## src/rtl/ab_input_conditioner.sv

```systemverilog
// -----------------------------------------------------------------------------
// ab_input_conditioner
//   Front end for the A/B inputs of the lab sequential circuit. Each raw switch
//   level is synchronised, then debounced by a small per-channel FSM. The stage
//   presents clean levels plus one-cycle change pulses. A valid flag rises once
//   the synchroniser/debounce pipeline has been filled after reset.
//
// Ports
//   clk    in  1  single clock, all state updates on posedge
//   rst_n  in  1  asynchronous active-low reset
//   sw_a   in  1  raw switch A (asynchronous, may bounce)
//   sw_b   in  1  raw switch B (asynchronous, may bounce)
//   a      out 1  debounced level of sw_a
//   b      out 1  debounced level of sw_b
//   a_tgl  out 1  one-cycle pulse in the first cycle a shows a new value
//   b_tgl  out 1  one-cycle pulse in the first cycle b shows a new value
//   valid  out 1  high once the warm-up period after reset has elapsed
// -----------------------------------------------------------------------------
module ab_input_conditioner #(
    parameter int SYNC_STAGES     = 2,
    parameter int DEBOUNCE_CYCLES = 16,
    parameter int CNT_W           = 5
) (
    input  logic clk,
    input  logic rst_n,
    input  logic sw_a,
    input  logic sw_b,
    output logic a,
    output logic b,
    output logic a_tgl,
    output logic b_tgl,
    output logic valid
);

    localparam int WARM_CYCLES = SYNC_STAGES + DEBOUNCE_CYCLES;

    // Parameter sanity checks, evaluated at elaboration.
    if (SYNC_STAGES < 2) begin : g_bad_sync
        $error("ab_input_conditioner: SYNC_STAGES must be >= 2");
    end
    if (DEBOUNCE_CYCLES < 2) begin : g_bad_deb
        $error("ab_input_conditioner: DEBOUNCE_CYCLES must be >= 2");
    end
    if (((2 ** CNT_W) - 1) < WARM_CYCLES) begin : g_bad_cnt_w
        $error("ab_input_conditioner: CNT_W too small for SYNC_STAGES+DEBOUNCE_CYCLES");
    end

    typedef enum logic [0:0] {
        ST_STABLE   = 1'b0,
        ST_CHANGING = 1'b1
    } deb_state_t;

    logic [1:0] raw_s;
    logic [1:0] lvl_s;
    logic [1:0] tgl_s;

    assign raw_s = {sw_b, sw_a};

    for (genvar ch = 0; ch < 2; ch++) begin : g_ch
        logic [SYNC_STAGES-1:0] sync_r;
        logic                   synced_s;
        deb_state_t             state_r;
        logic [CNT_W-1:0]       cnt_r;
        logic                   lvl_r;
        logic                   tgl_r;

        // Synchroniser chain; only its last stage is seen by the debouncer.
        always_ff @(posedge clk or negedge rst_n) begin
            if (!rst_n) begin
                sync_r <= {SYNC_STAGES{1'b0}};
            end else begin
                sync_r <= {sync_r[SYNC_STAGES-2:0], raw_s[ch]};
            end
        end

        assign synced_s = sync_r[SYNC_STAGES-1];

        // Debounce FSM: a new level is accepted only after DEBOUNCE_CYCLES
        // consecutive disagreeing edges; any agreement restarts the count.
        always_ff @(posedge clk or negedge rst_n) begin
            if (!rst_n) begin
                state_r <= ST_STABLE;
                cnt_r   <= {CNT_W{1'b0}};
                lvl_r   <= 1'b0;
                tgl_r   <= 1'b0;
            end else begin
                tgl_r <= 1'b0;
                case (state_r)
                    ST_STABLE: begin
                        if (synced_s != lvl_r) begin
                            state_r <= ST_CHANGING;
                            cnt_r   <= CNT_W'(1);
                        end else begin
                            cnt_r   <= {CNT_W{1'b0}};
                        end
                    end
                    ST_CHANGING: begin
                        if (synced_s == lvl_r) begin
                            // Bounced back before acceptance: drop the count.
                            state_r <= ST_STABLE;
                            cnt_r   <= {CNT_W{1'b0}};
                        end else if (cnt_r == CNT_W'(DEBOUNCE_CYCLES - 1)) begin
                            lvl_r   <= synced_s;
                            tgl_r   <= 1'b1;
                            cnt_r   <= {CNT_W{1'b0}};
                            state_r <= ST_STABLE;
                        end else begin
                            cnt_r   <= cnt_r + CNT_W'(1);
                        end
                    end
                    default: begin
                        state_r <= ST_STABLE;
                        cnt_r   <= {CNT_W{1'b0}};
                    end
                endcase
            end
        end

        assign lvl_s[ch] = lvl_r;
        assign tgl_s[ch] = tgl_r;
    end

    assign a     = lvl_s[0];
    assign b     = lvl_s[1];
    assign a_tgl = tgl_s[0];
    assign b_tgl = tgl_s[1];

    logic [CNT_W-1:0] warm_cnt_r;
    logic             valid_r;

    // Warm-up counter: saturates at WARM_CYCLES; valid rises on that edge
    // and holds until the next reset.
    always_ff @(posedge clk or negedge rst_n) begin
        if (!rst_n) begin
            warm_cnt_r <= {CNT_W{1'b0}};
            valid_r    <= 1'b0;
        end else begin
            if (warm_cnt_r != CNT_W'(WARM_CYCLES)) begin
                warm_cnt_r <= warm_cnt_r + CNT_W'(1);
            end else begin
                warm_cnt_r <= warm_cnt_r;
            end
            if (warm_cnt_r == CNT_W'(WARM_CYCLES - 1)) begin
                valid_r <= 1'b1;
            end else begin
                valid_r <= valid_r;
            end
        end
    end

    assign valid = valid_r;

endmodule

```

## config.mk

```make
export PLATFORM = sky130hd
export DESIGN_NAME = ab_input_conditioner
export DESIGN_NICKNAME = d
export VERILOG_FILES = /design/src/rtl/ab_input_conditioner.sv
export SDC_FILE = /design/constraint.sdc
export NUM_CORES = 1
export LEC_CHECK = 0
export BUFFER_PORTS_ARGS = -buffer_cell sky130_fd_sc_hd__clkbuf_2
export CAP_MARGIN = 5
export CORE_MARGIN = 8
export CORE_UTILIZATION = 33
export CTS_BUF_LIST = sky130_fd_sc_hd__clkbuf_8
export DETAILED_ROUTE_END_ITERATION = 7
export GPL_TIMING_DRIVEN = 0
export PLACE_DENSITY = 0.5
export SLEW_MARGIN = 20
export SYNTH_ARGS = -nofsm -noshare
export SYNTH_HDL_FRONTEND = slang
export SYNTH_SLANG_ARGS = --single-unit
```

## constraint.sdc

```tcl
create_clock -name clk -period 2.7 [get_ports clk]
set_clock_uncertainty 0.2 [all_clocks]
set_input_delay 0.27 -clock clk [delete_from_list [all_inputs] [get_ports clk]]
set_output_delay 0.27 -clock clk [all_outputs]
set_load 0.01 [all_outputs]
```

[After elaboration in Yosys (flattened, before gate mapping)]
Index checks and enable logic that the tools add are counted.
Operators by class
  add/subtract/negate cells: 3
  mux-type cells: 22
  bitwise gates (word level): 4
  equality and inequality tests: 8
  reduce and logical (&&, ||, !) cells: 2
Operators with widths (number)
  5-bit 2-to-1 mux: 4
  5-bit case mux with 2 select lines: 2
  5-bit by 1-bit adder with 5-bit output, second input constant: 3
  1-bit 2-to-1 mux: 14
  5-bit by 4-bit equality test with 1-bit output, second input constant: 2
  3-bit AND reduction: 2
  5-bit equality test, second input constant: 1
  5-bit inequality test, second input constant: 1
  1-bit inverter: 4
  1-bit case mux with 2 select lines: 2
  1-bit equality test: 2
  1-bit inequality test: 2
Word-level totals
  register bits after elaboration: 26

[Longest topological paths before layout]
Gate-level depths: netlist of the first run.
  depth in word-level cells: 4
  mapped depth: 5

[Worst setup path after synthesis of the first run]
OpenSTA, ideal clock, no wires.
  kind: flip-flop to flip-flop
  from: register g_ch[0].cnt_r[0]
  to: register g_ch[0].lvl_r (netlist: a)
  setup slack: 1211 ps
  stages on the path, launching flop included: 5
  path buffers: 0
  arrival: 1164 ps
  path through: dfrtp_1 -> ha_1 -> and4b_1 -> nand2_1 -> mux2_4
On the way
  longest elaborated chain between the ends: 2
RTL lines
  from (decl): RTL line 63  | logic [CNT_W-1:0] cnt_r;
  from (signal assigned): RTL line 83  | cnt_r <= {CNT_W{1'b0}};
  from (signal assigned): RTL line 94  | cnt_r <= {CNT_W{1'b0}};
  from (signal assigned): RTL line 101  | cnt_r <= {CNT_W{1'b0}};
  5-bit by 4-bit equality test with 1-bit output: RTL line 102  | end else if (cnt_r == CNT_W'(DEBOUNCE_CYCLES - 1)) begin
  3-bit AND reduction (no source line)
  to (signal assigned): RTL line 103  | lvl_r <= synced_s;
  to (decl): RTL line 64  | logic lvl_r;
No other way between the ends.
A chain may end at the register's enable or synchronous reset.

[Worst setup path after layout of the first run]
Ends and elaborated chain as after synthesis.

==> key figures, run 1 <==
STA
  • Finish-stage setup viols: 0
  • Unrepaired setup endpoints after global routing: false
  • Hold slack: around 0.15 ns
  • Slew HR: 57.2%
  • Post-route clock period utilization: 58.5%
  • Final Max Slew Viols: 0
  • Slew of the pin with the lowest slew margin: about 0.64 ns
  • Total Negative Setup Slacks: 0 ns
  • Final min period: 1.58 ns
  • Fmax: 0.633 GHz
  • Final WS setup: between 1 and 1.5 ns
  • Final count of hold timing violations: 0

Synth
  • Yosys warns: 0
  • Syn Inst Count: 82
  • Yosys cell types: 20
  • Post-synthesis average cell area: 12.7 µm²
  • Post-synth EDFFs: 0
  • Top cell type's share of synthesized area: 62.5%
  • Post-Syn Area: 1040 µm²
  • Area leader, netlist: dfrtp_1
  • Top cells by count, synth: dfrtp_1, nand3_1
  • Sequential fraction of the synthesis area: 62.5%
  • Synth Register Bits: 26
  • Synth Flop Type: dfrtp_1
  • Syn Nets: 91
  • Most common cell in the netlist: dfrtp_1
  • Ranking of synthesized cells by area: dfrtp_1, ha_1, xnor2_1
  • Ys async rst share: 100%

CTS
  • Clock Latency Late Sink: about 0.26 ns
  • CTS tree: built
  • Clk slew on worst S/H paths: 0.09 ns
  • Clock root cell: clkbuf_8
  • Clock Path Buffers: 2
  • Clock Sinks: 26
  • Resize count post-CTS: 0
  • H-tree levels: 1
  • Inserted Clock Buffers: 3

Detailed routing
  • Final wirelength: 1580 µm
  • First drt pass iteration count: 4
  • Initial drt markers: 27
  • Via count: 593
  • Vias/cell: 4.21
  • Post-route DRC: 0
  • Wire per inst: between 10 and 15 µm
  • Detail Route Antenna Nets: 0

Finish
  • Design Area, Final: 1240 µm²
  • Non-Filler Instances: 141
  • Area Overhead vs Synth: 18.9%
  • Fillers: 293
  • Nets: 107
  • Multi-input gate area: 375 µm²
  • N_diodes: 0
  • Sequential cell area: approximately 650 µm²
  • Util after Layout: between 40 and 50%
  • Layout cells sized above 1: 17.5%

Setup path
  • Startpoint Class: register
  • Critical path fanouts, max: 3
  • Crit Path Category: reg2reg
  • Worst path slowest cell: dfrtp_1
  • CP peak stage delay: roughly 0.42 ns
  • Top cell family by delay on the critical path: flip-flops
  • Arr. time, crit path: approximately 1.5 ns
  • Setup crit end kind: register
  • Buffers & Inverters on Critical Path: 0
  • Critical Path, Cell by Cell: ha_1, and4b_1, nand2_1, mux2_4
  • Critical Path RT: 2.65 ns

Floorplan
  • Core area: 3030 µm²
  • Die Span Y: 72.2 µm
  • Initial Utilization: 34.4%
  • Die footprint: approximately 5200 µm²
  • # IOs: 9
  • # rows: 20
  • Width of the die: slightly above 70 µm

Placement
  • Post-DP Area: around 1100 µm²
  • HPWL after DPL: 1090 µm
  • Placer congestion estimate: 0.750
  • DP Worst Slack: 1.13 ns
  • Placed cells: approximately 130
  • Port-buffer cells: 8

Pwr
  • Reg power frac: 54.2%
  • P_leak: 0.582 nW
  • NetSw: 0.139 mW
  • Total power: 0.745 mW
  • Cell Int Power: 0.606 mW
  • Clk pwr share: 42.5%
  • Comb pwr share: 3.4%
  • Pwr dens: between 600 and 700 nW/µm²
  • Worst ir drop on vdd: 281 µV
  • Switching Fraction: between 10% and 20%

Global routing
  • Vias in the first global route: about 640
  • Gr usage total: 6.87%
  • Initial antenna violation count: 0
  • Total grt overflow: 0
  • Largest net degree at the start of global routing: 27
  • Wire length of the first global-routing pass: 2820 µm

Outcome
  • Run status: complete, no violations

Job
  • MaxCap Viol Count: 0

Worst hold path
  • Worst hold-check path type: reg2reg
==> cell usage in the layout (no fill, tap or decap) <==
cell	synthesis	layout
a41o_1	1	1
and2_1	3	3
and2_2	1	1
and3_1	2	2
and4b_1	1	1
and4b_4	1	1
bufinv_16	0	1
clkbuf_2	0	8
clkbuf_8	0	3
dfrtp_1	26	26
dlygate4sd3_1	0	3
ha_1	5	5
inv_1	4	4
mux2_4	2	2
mux2i_1	1	1
nand2_1	5	5
nand2_2	1	1
nand3_1	7	7
nand3b_1	1	1
nor2_1	5	5
nor3_1	4	4
o21ai_0	3	3
xnor2_1	5	5
xor2_1	4	4
==> power by group through the flow <==
stage / sequential, mW / clock [mW] / combinational [mW]
final: 0.403 / 0.317 / 0.0250
after global routing: 0.405 / 0.346 / 0.0296
after CTS: 0.404 / 0.329 / 0.0262
after detailed placement: 0.411 / 0 / 0.0227
after global placement: 0.411 / 0 / 0.0217
after floorplan: 0.410 / 0 / 0.0101
==> area by class of cell <==
class                   instances  share of cell area (%)
clock buffers                   3                    3.34
inverters                       4                    1.21
clock inverters                 1                    2.43
well taps                      44                    4.45
flip-flops and latches         26                    52.6
multi-input cells              52                    30.3
repair buffers                 11                    5.66
==> what timing repair did <==
item	CTS	global route
endpoints found under the hold margin	28	0
hold buffers	3	0
buffers inserted	0	0
==> registers in the layout, indices dropped and copies added, names as in the netlist <==
| signal | count |
|---|---|
| g_ch.cnt_r | 10 |
| a | 1 |
| a_tgl | 1 |
| g_ch.sync_r | 4 |
| warm_cnt_r | 5 |
| b_tgl | 1 |
| valid | 1 |
| g_ch.state_r | 2 |
| b | 1 |
==> cells by family after synthesis <==
logic type	Yosys count	share of synthesized area, %
adder cells (fa/ha/maj)	5	6.01
AO/OA/AOI/OAI	4	2.40
buffers and inverters	4	1.44
AND/OR/NAND/NOR	31	16.2
multiplexers	3	3.85
flip-flops	26	62.5
XOR/XNOR	9	7.57
==> worst paths after layout <==
check / start / endpoint / slack [ns] / depth (start not counted)
worst max-delay path: g_ch[0].cnt_r[0]$_DFF_PN0_ / a$_DFFE_PN0P_ / 1.12 / 4
worst min-delay path: g_ch[0].sync_r[0]$_DFF_PN0_ / g_ch[0].sync_r[1]$_DFF_PN0_ / 0.15 / 0
worst max register to register: g_ch[0].cnt_r[0]$_DFF_PN0_ / a$_DFFE_PN0P_ / 1.12 / 4
worst min register to register: g_ch[0].sync_r[0]$_DFF_PN0_ / g_ch[0].sync_r[1]$_DFF_PN0_ / 0.15 / 0
max in group asynchronous: rst_n / g_ch[0].cnt_r[2]$_DFF_PN0_ / 1.53 / 2
min in group asynchronous: rst_n / b_tgl$_DFF_PN0_ / 0.36 / 2
==> per-layer routing <==
metal	global-route usage, %	routed length, µm
met1	9.00	838
met2	9.63	648
met3	2.07	72
met4	4.08	21
met5	0	0
Power figures use the tool's default switching activity.
==> run 2, diff against run 1 <==
PLACE_DENSITY = 0.52   (was 0.5)
clock period = 1.4 ns   (was 2.7 ns; I/O delays follow)
==> run 2 against run 1 <==
The flow now finishes with violations (negative setup slack). Combinational power rose by 150%. First-iteration DRC count is 78% lower. Clock-buffer cell count unchanged. Wire length increased by 0.51%. Sequential power rose by 93%. Flip-flop and latch count is the same. Hold slack lost 0.0025 ns. Register-to-register slack got worse by 1.2 ns. Global-route usage decreased by 0.40 points. Critical path depth unchanged. Critical endpoint unchanged. Largest cell class unchanged. Highest routed layer unchanged.
==> key figures, run 2 (synthesized netlist as in run 1, its figures left out) <==
Setup path
  • Setup crit end kind: register
  • Startpoint Class: register
  • Worst path slowest cell: dfrtp_1
  • Critical path fanouts, max: 2
  • Buffers & Inverters on Critical Path: 0
  • CP peak stage delay: around 0.40 ns
  • Critical Path RT: around 1.4 ns
  • Arr. time, crit path: 1.43 ns
  • Crit Path Category: reg2reg
  • Top cell family by delay on the critical path: flip-flops
  • Critical Path, Cell by Cell: ha_2, and4b_1, nand2_2, mux2_4

Pwr
  • Worst ir drop on vdd: roughly 470 µV
  • Clk pwr share: between 30% and 40%
  • Total power: about 1.2 mW
  • Pwr dens: about 950 nW/µm²
  • Cell Int Power: 0.989 mW
  • Switching Fraction: 20.3%
  • Comb pwr share: 5.0%
  • P_leak: 0.629 nW
  • NetSw: 0.252 mW
  • Reg power frac: 62.7%

Finish
  • Nets: 117
  • Commonest non-fill, non-tap cell in the layout: dfrtp_1
  • Most frequent cells in the layout: dfrtp_1, buf_4, clkbuf_2
  • Fillers: 292
  • Largest regs: g_ch.cnt_r (10), warm_cnt_r (5), g_ch.sync_r (4)
  • Layout cells sized above 1: a little under a third
  • Top reg by flops: g_ch.cnt_r
  • Area Overhead vs Synth: 25.8%
  • N_diodes: 0
  • Max reg flops: 10

Worst hold path
  • Worst hold-check path type: reg2reg

Placement
  • HPWL after DPL: 1050 µm
  • Port-buffer cells: 8
  • Placer congestion estimate: 0.750

Global routing
  • Wire length of the first global-routing pass: 2660 µm
  • Vias in the first global route: about 620
  • Total grt overflow: 0
  • Largest net degree at the start of global routing: 27
  • Gr usage total: approximately 6.5%
  • Initial antenna violation count: 0

CTS
  • Clock Latency Late Sink: 0.26 ns
  • Inserted Clock Buffers: 3
  • CTS tree: built
  • Clock root cell: clkbuf_8
  • Clk slew on worst S/H paths: 0.09 ns
  • Clock Sinks: 26
  • Clock Path Buffers: 2
  • H-tree levels: 1

Job
  • MaxCap Viol Count: 0

Floorplan
  • Width of the die: just over 70 µm
  • Core area: roughly 3000 µm²
  • Die footprint: 5210 µm²
  • # rows: 20
  • Die Span Y: 72.2 µm
  • # IOs: 9
  • Initial Utilization: about a third

Detailed routing
  • Post-route DRC: 0
  • Via count: 645
  • Vias/cell: 4.30
  • Detail Route Antenna Nets: 0
  • First drt pass iteration count: 2
  • Final wirelength: 1590 µm
  • Initial drt markers: 6
  • Wire per inst: approximately 11 µm

STA
  • Slew of the pin with the lowest slew margin: 0.620 ns
  • Final WS setup: -0.0772 ns
  • Fmax: 0.677 GHz
  • Unrepaired setup endpoints after global routing: true
  • Final count of hold timing violations: 0
  • Total Negative Setup Slacks: -0.160 ns
  • Post-route clock period utilization: 106%
  • Final Max Slew Viols: 0
  • Slew HR: about three fifths
  • Final min period: 1.48 ns
  • Finish-stage setup viols: 4

Outcome
  • Failing checks: negative setup slack
  • Run status: finished, violations left
run 2: metrics by stage:
stage	util, %	area, µm²	setup WS (ns)	std cells	hold slack [ns]
2_1_floorplan	-	1050	-0.0343	82	-0.356
3_3_place_gp	37.7	1140	-0.106	134	-0.00432
3_5_place_dp	37.7	1140	-0.126	134	0.00167
4_1_cts	41.6	1260	-0.0866	146	0.155
5_1_grt	43.3	1310	-0.123	150	0.165
6_report	43.3	1310	-0.0772	150	0.150
run 2: area by class of cell:
type                    count  area [µm²]  share of cell area [%]
flip-flops and latches     26         651                    49.7
multi-input cells          52         403                    30.8
repair buffers             21         145                    11.1
well taps                  44        55.1                    4.20
clock buffers               3        41.3                    3.15
inverters                   4        15.0                    1.15
run 2: final timing paths:
path                                              from  slack [ns]  cells after the start                           to
setup / recovery            g_ch[0].cnt_r[0]$_DFF_PN0_       -0.08                      4                a$_DFFE_PN0P_
hold / removal             g_ch[1].sync_r[0]$_DFF_PN0_        0.15                      0  g_ch[1].sync_r[1]$_DFF_PN0_
setup reg to reg            g_ch[0].cnt_r[0]$_DFF_PN0_       -0.08                      4                a$_DFFE_PN0P_
hold reg to reg            g_ch[1].sync_r[0]$_DFF_PN0_        0.15                      0  g_ch[1].sync_r[1]$_DFF_PN0_
max in group asynchronous                        rst_n        0.37                      2   g_ch[1].cnt_r[1]$_DFF_PN0_
min in group asynchronous                        rst_n        0.22                      2   g_ch[0].cnt_r[3]$_DFF_PN0_
run 2: repair_timing:
item / CTS / global route
hold endpoints to repair: 28 / 0
pin swaps: 3 / 1
setup buffers: 6 / 4
endpoints found under the setup margin: 3 / 6
hold buffers: 3 / 0
resized for setup: 2 / 4
run 2: power groups by stage:
stage	clock [mW]	sequential [mW]	combinational, mW
final	0.402	0.778	0.0615
after global routing	0.442	0.781	0.0720
after CTS	0.419	0.777	0.0606
after detailed placement	0	0.793	0.0433
after global placement	0	0.792	0.0420
after floorplan	0	0.791	0.0198
run 2: per-layer routing:
metal,up-vias,wire length (µm),track usage [%]
met5,-,0,0
met4,0,12,4.08
met3,2,74,2.20
met2,7,726,9.03
met1,312,776,8.27
li1,324,-,-
